[config.mk]
export PLATFORM = sky130hd
export DESIGN_NAME = mshr_timer_sched
export DESIGN_NICKNAME = d
export VERILOG_FILES = /design/src/rtl/mshr_timer_sched.sv
export SDC_FILE = /design/constraint.sdc
export NUM_CORES = 1
export LEC_CHECK = 0
export BUFFER_PORTS_ARGS = -buffer_cell sky130_fd_sc_hd__buf_2
export CORE_MARGIN = 8
export CORE_UTILIZATION = 50
export DETAILED_ROUTE_END_ITERATION = 7
export PLACE_DENSITY = 0.73
export SETUP_SLACK_MARGIN = 0.1
export SLEW_MARGIN = 15
export SYNTH_ARGS = -nofsm -noshare
export SYNTH_HDL_FRONTEND = slang
export SYNTH_SLANG_ARGS = --single-unit
[constraint.sdc]
create_clock -name clock -period 3.05 [get_ports clock]
set_input_delay 0.305 -clock clock [delete_from_list [all_inputs] [get_ports clock]]
set_output_delay 0.305 -clock clock [all_outputs]
set_load 0.005 [all_outputs]
[src/rtl/mshr_timer_sched.sv]
// Purpose: gates per-MSHR expiry timers behind DDR calibration plus a settle window, then arbitrates expiries round-robin.
// Latency: calib_done -> SETTLE in 3 cycles, RUN SETTLE_CYCLES later; alloc in RUN -> expired flag TIMEOUT cycles later.
// Backpressure: expire_id is held stable while expire_valid is high and expire_ready is low; expired MSHRs wait their turn.
module mshr_timer_sched #(
  parameter int N_MSHR        = 5,
  parameter int ID_W          = (N_MSHR > 1) ? $clog2(N_MSHR) : 1,
  parameter int TIMER_W       = 16,
  parameter int TIMEOUT       = 1000,
  parameter int SETTLE_CYCLES = 10000
) (
  input  logic              clock,
  input  logic              reset,
  input  logic              calib_done,
  input  logic [N_MSHR-1:0] mshr_alloc,
  input  logic [N_MSHR-1:0] mshr_free,
  output logic              expire_valid,
  output logic [ID_W-1:0]   expire_id,
  input  logic              expire_ready,
  output logic              timers_enabled,
  output logic [1:0]        phase,
  output logic [N_MSHR-1:0] expired_vec
);

  typedef enum logic [1:0] {
    WAIT_CALIB = 2'd0,
    SETTLE     = 2'd1,
    RUN        = 2'd2
  } phase_t;

  // The settle counter only has to reach SETTLE_CYCLES-1.
  localparam int SET_W = (SETTLE_CYCLES > 1) ? $clog2(SETTLE_CYCLES) : 1;
  localparam logic [SET_W-1:0]   SETTLE_LAST = SET_W'(SETTLE_CYCLES - 1);
  localparam logic [TIMER_W-1:0] TIMER_LAST  = TIMER_W'(TIMEOUT - 1);
  localparam logic [TIMER_W-1:0] TIMER_EXP   = TIMER_W'(TIMEOUT);
  localparam logic [ID_W-1:0]    ID_LAST     = ID_W'(N_MSHR - 1);

  phase_t             state_q, state_d;
  logic               calib_s1, calib_s2;
  logic [SET_W-1:0]   settle_cnt_q;
  logic [N_MSHR-1:0]  active_q;
  logic [N_MSHR-1:0]  expired_q;
  logic [TIMER_W-1:0] timer_q [N_MSHR];
  logic [ID_W-1:0]    rr_q;
  logic [ID_W-1:0]    hi_sel, lo_sel;
  logic               hi_found;
  logic               handshake;
  logic               run;

  // Two-flop synchronizer for the asynchronous calibration-complete level.
  always_ff @(posedge clock or posedge reset) begin
    if (reset) begin
      calib_s1 <= 1'b0;
      calib_s2 <= 1'b0;
    end else begin
      calib_s1 <= calib_done;
      calib_s2 <= calib_s1;
    end
  end

  // Phase register; RUN is only left through reset.
  always_ff @(posedge clock or posedge reset) begin
    if (reset) state_q <= WAIT_CALIB;
    else       state_q <= state_d;
  end

  // Phase sequencing and phase-derived outputs.
  always_comb begin
    state_d        = state_q;
    phase          = state_q;
    timers_enabled = 1'b0;
    case (state_q)
      WAIT_CALIB: if (calib_s2) state_d = SETTLE;
      SETTLE:     if (settle_cnt_q == SETTLE_LAST) state_d = RUN;
      RUN:        timers_enabled = 1'b1;
      default:    state_d = WAIT_CALIB;
    endcase
  end

  // Settle counter: parked at 0 while waiting so it enters SETTLE at 0.
  always_ff @(posedge clock or posedge reset) begin
    if (reset) begin
      settle_cnt_q <= '0;
    end else if (state_q == WAIT_CALIB) begin
      settle_cnt_q <= '0;
    end else if (state_q == SETTLE) begin
      settle_cnt_q <= settle_cnt_q + SET_W'(1);
    end
  end

  assign run          = (state_q == RUN);
  assign expired_vec  = expired_q;
  assign expire_valid = |expired_q;
  assign handshake    = expire_valid & expire_ready;

  // Round-robin pick: lowest expired index at or above the pointer, else lowest overall (wrap).
  always_comb begin
    hi_sel   = '0;
    lo_sel   = '0;
    hi_found = 1'b0;
    for (int i = N_MSHR - 1; i >= 0; i--) begin
      if (expired_q[i]) begin
        lo_sel = ID_W'(i);
        if (i >= int'(rr_q)) begin
          hi_sel   = ID_W'(i);
          hi_found = 1'b1;
        end
      end
    end
    expire_id = '0;
    if (expire_valid) expire_id = hi_found ? hi_sel : lo_sel;
  end

  // Pointer advances past the accepted id only on a handshake, keeping expire_id stable otherwise.
  always_ff @(posedge clock or posedge reset) begin
    if (reset) begin
      rr_q <= '0;
    end else if (handshake) begin
      rr_q <= (expire_id == ID_LAST) ? '0 : expire_id + ID_W'(1);
    end
  end

  // Per-MSHR timers: alloc beats free beats service beats counting; an expired timer holds at TIMEOUT.
  always_ff @(posedge clock or posedge reset) begin
    if (reset) begin
      active_q  <= '0;
      expired_q <= '0;
      for (int i = 0; i < N_MSHR; i++) timer_q[i] <= '0;
    end else begin
      for (int i = 0; i < N_MSHR; i++) begin
        if (mshr_alloc[i]) begin
          active_q[i]  <= 1'b1;
          expired_q[i] <= 1'b0;
          timer_q[i]   <= '0;
        end else if (mshr_free[i]) begin
          active_q[i]  <= 1'b0;
          expired_q[i] <= 1'b0;
          timer_q[i]   <= '0;
        end else if (handshake && (expire_id == ID_W'(i))) begin
          expired_q[i] <= 1'b0;
          timer_q[i]   <= '0;
        end else if (run && active_q[i] && !expired_q[i]) begin
          if (timer_q[i] == TIMER_LAST) begin
            timer_q[i]   <= TIMER_EXP;
            expired_q[i] <= 1'b1;
          end else begin
            timer_q[i] <= timer_q[i] + TIMER_W'(1);
          end
        end
      end
    end
  end

endmodule

==> metrics.md <==
| Metric | Value |
|---|---|
| Status | complete, no violations |
| CTS tree | yes |
| WS Path Type | reg2reg |
| Internal power | 2.37 mW |
| Multi-input combinational cell area | about 3400 sq um |
| CTS clk-pin slew, worst paths | about 70 ps |
| Startpoint Class | register |
| DR WL met2 | 7040 um |
| Sinks on Clock Net | ~110 |
| Share of cells above drive strength 1 | 11.2% |
| Root buf cell | clkbuf_16 |
| Clock insertion delay at the later pin of the skew report | around 370 ps |
| Peak VDD IR | between 0.4 and 0.5 mV |
| Logic pwr share | about 6% |
| Most common cell after layout, fill and taps aside | dfrtp_1 |
| Via count | between 5000 and 6000 |
| DRC viols | 0 |
| Worst Path Required | about 3300 ps |
| Avg Cell Area, Syn | approximately 9 sq um |
| Post-route clock period utilization | slightly above 90% |
| Routability cong. | slightly above 0.9 |
| Leakage | 2.81 nW |
| Switching Share | between 20% and 30% |
| Detailed placement HPWL | around 10000 um |
| Achievable clock frequency | 361 MHz |
| Vias in the first global route | between 5000 and 6000 |
| Clk network pwr share | between 40% and 50% |
| GRT Total Usage | ~18% |
| Final WL | roughly 14000 um |
| CP Capture Type | register |
| Clock buffer depth | 2 |
| Largest net degree at the start of global routing | 43 |
| Final setup vio count | 0 |
| Synth warn | 0 |
| Num ports | 26 |
| Actual slew at the worst max-slew pin | around 920 ps |
| Dominant synthesized flop cell | dfrtp_1 |
| Mapped Area | 6360 sq um |
| Rel. slew slack | 38.4% |
| Crit-path max FO | 10 |
| Post-CTS sizing | 1 |
| Starting Density | just over 50% |
| Max-cap violations | 0 |
| Wl on met1 | approximately 6400 um |
| Final hold violation count | 0 |
| Initial drt markers | around 510 |
| Minimum clock period | ~2800 ps |
| PwrDens | approximately 440 nW/um^2 |
| EDFF count, synth | 0 |
| Antenna viol nets, final | 0 |
| H-tree levels | 3 |
| Most frequent cells in the layout | dfrtp_1, nand2_1, nor2_1, nand3_1, a21oi_1 |
| DR vias/cell | 6.10 |
| Highest Signal Layer | met4 |
| Antenna cells | 0 |
| Area Growth Syn to Fin | 10.4% |
| Total power | between 3 and 4 mW |
| Total die area | 16600 sq um |
| FP Rows | 41 |
| Final Skew | roughly 10 ps |
| Hold Path Class | in2reg |
| Nets@finish | about 730 |
| Post-CTS setup buffer count | 0 |
| Flop pwr share | 51.4% |
| First-pass GRT wire length | around 25000 um |
| Metal3 WL | 672 um |
| Mapped Cells | about 690 |
| Die Y | roughly 130 um |
| Setup TNS | 0 ps |
| Routed len/inst | about 16 um |
| Total CTS buffers | 9 |
| Cts hold-fix bufs | 0 |
| Net Count, Synth | 710 |
| Post-synth ARST share | 100% |
| RSZ-0062 raised after global routing | no |
| Yosys reg bits | approximately 110 |
| Sequential Area | approximately 2800 sq um |
| Worst EP arrival | ~3100 ps |
| Die span in x | 129 um |
| Fill cells | around 1100 |
| Port Buf Inserts | 25 |
| Initial antenna violation count | 0 |
| Max Slew Vio Count | 0 |
| Drt first pass iters | 5 |
| Global route total overflow | 0 |
| Post-synthesis sequential area ratio | a little over two fifths |
| Yosys cell types | roughly 70 |
| NetSw | approximately 700 uW |
| Core Region | approximately 13000 sq um |
-- critical path, cell delays in order, from the launching register on --
cell and delay [ps]:
dfrtp_1 490, nand2b_1 220, a221oi_2 330, a22oi_1 230, nor2_1 150, ha_1 180, o211ai_2 120, and2_1 260
a2111oi_1 460, mux2i_1 250
-- flip-flops by register name (all words and copies together), names as in the netlist --
register / flops
calib_s1: 1
rr_q: 3
expired_vec: 5
settle_cnt_q: 14
calib_s2: 1
timer_q: 80
phase: 2
active_q: 5
-- routing by layer --
metal  up-vias  track usage [%]
li1       2570                -
met1      2681             23.2
met2       117             29.8
met4         0             6.01
met5         -                0
met3        28             5.09
-- area by class of cell --
cell class | instances | area share (%)
Clock inverter | 3 | 0.927
Multi-Input combinational cell | 529 | 48.3
Tap cell | 172 | 3.07
Clock buffer | 12 | 3.80
Inverter | 20 | 1.12
Sequential cell | 111 | 39.6
Timing Repair Buffer | 37 | 3.24
-- power groups by stage --
stage                     clock [mW]  combinational (mW)  sequential [mW]
after floorplan                    0               0.137             1.59
after global placement             0               0.174             1.60
final                           1.31               0.182             1.58
after detailed placement           0               0.184             1.61
after global routing            1.39               0.213             1.59
after CTS                       1.33               0.185             1.58
-- final timing paths --
kind | start | to | slack [ps] | cells past startpoint
setup / recovery | expired_vec[2] | timer_q[30] | 280 | 9
min in group asynchronous | reset | calib_s1 | 120 | 2
max in group asynchronous | reset | timer_q[21] | 2060 | 3
hold reg to reg | calib_s1 | calib_s2 | 370 | 0
hold / removal | calib_done | calib_s1 | 40 | 1
setup reg to reg | expired_vec[2] | timer_q[30] | 280 | 9
-- stage by stage --
stage / worst slack [ps] / hold slack, ps / utilization (%) / cells / instance area [sq um]
2_1_floorplan: 447 / 331 / - / 687 / 6360
3_3_place_gp: 364 / 338 / 53.3 / 869 / 6680
3_5_place_dp: 121 / 351 / 53.3 / 869 / 6680
4_1_cts: 182 / 31.9 / 56.0 / 884 / 7010
5_1_grt: 97.5 / 26.6 / 56.1 / 884 / 7020
6_report: 277 / 38.8 / 56.1 / 884 / 7020
-- cell usage after synthesis (4+ instances only) --
cell | instances | area, sq um
nand3b_1 | 16 | 120
nor4b_1 | 4 | 35.0
a311oi_1 | 4 | 35.0
xnor2_1 | 9 | 78.8
nor2_1 | 64 | 240
or3_1 | 10 | 62.6
a21oi_1 | 44 | 220
or4_1 | 8 | 60.1
xor2_1 | 29 | 254
and3_1 | 12 | 75.1
and2_1 | 6 | 37.5
o21ai_0 | 20 | 100
nand3_1 | 55 | 275
nand2_1 | 65 | 244
inv_1 | 20 | 75.1
or4_4 | 4 | 45.0
a21boi_0 | 4 | 30.0
buf_2 | 10 | 50.1
dfrtp_1 | 111 | 2780
nor4_1 | 7 | 43.8
nand4bb_1 | 4 | 45.0
mux2i_1 | 20 | 200
a21o_1 | 6 | 45.0
nor3_1 | 16 | 80.1
nand4_1 | 23 | 144
ha_1 | 9 | 113
clkbuf_1 | 10 | 37.5
a211oi_1 | 22 | 165
nand2b_1 | 4 | 25.0
-- kinds of logic after synthesis --
kind of cell	count (synthesis)	share of synthesized area, %
buf+inv	47	3.21
simple gates	326	28.5
fa+ha+maj	9	1.77
mux	21	3.33
compound gates	135	14.3
flops	111	43.7
xor+xnor	38	5.24
No activity file was read; power rests on OpenSTA's default activity.
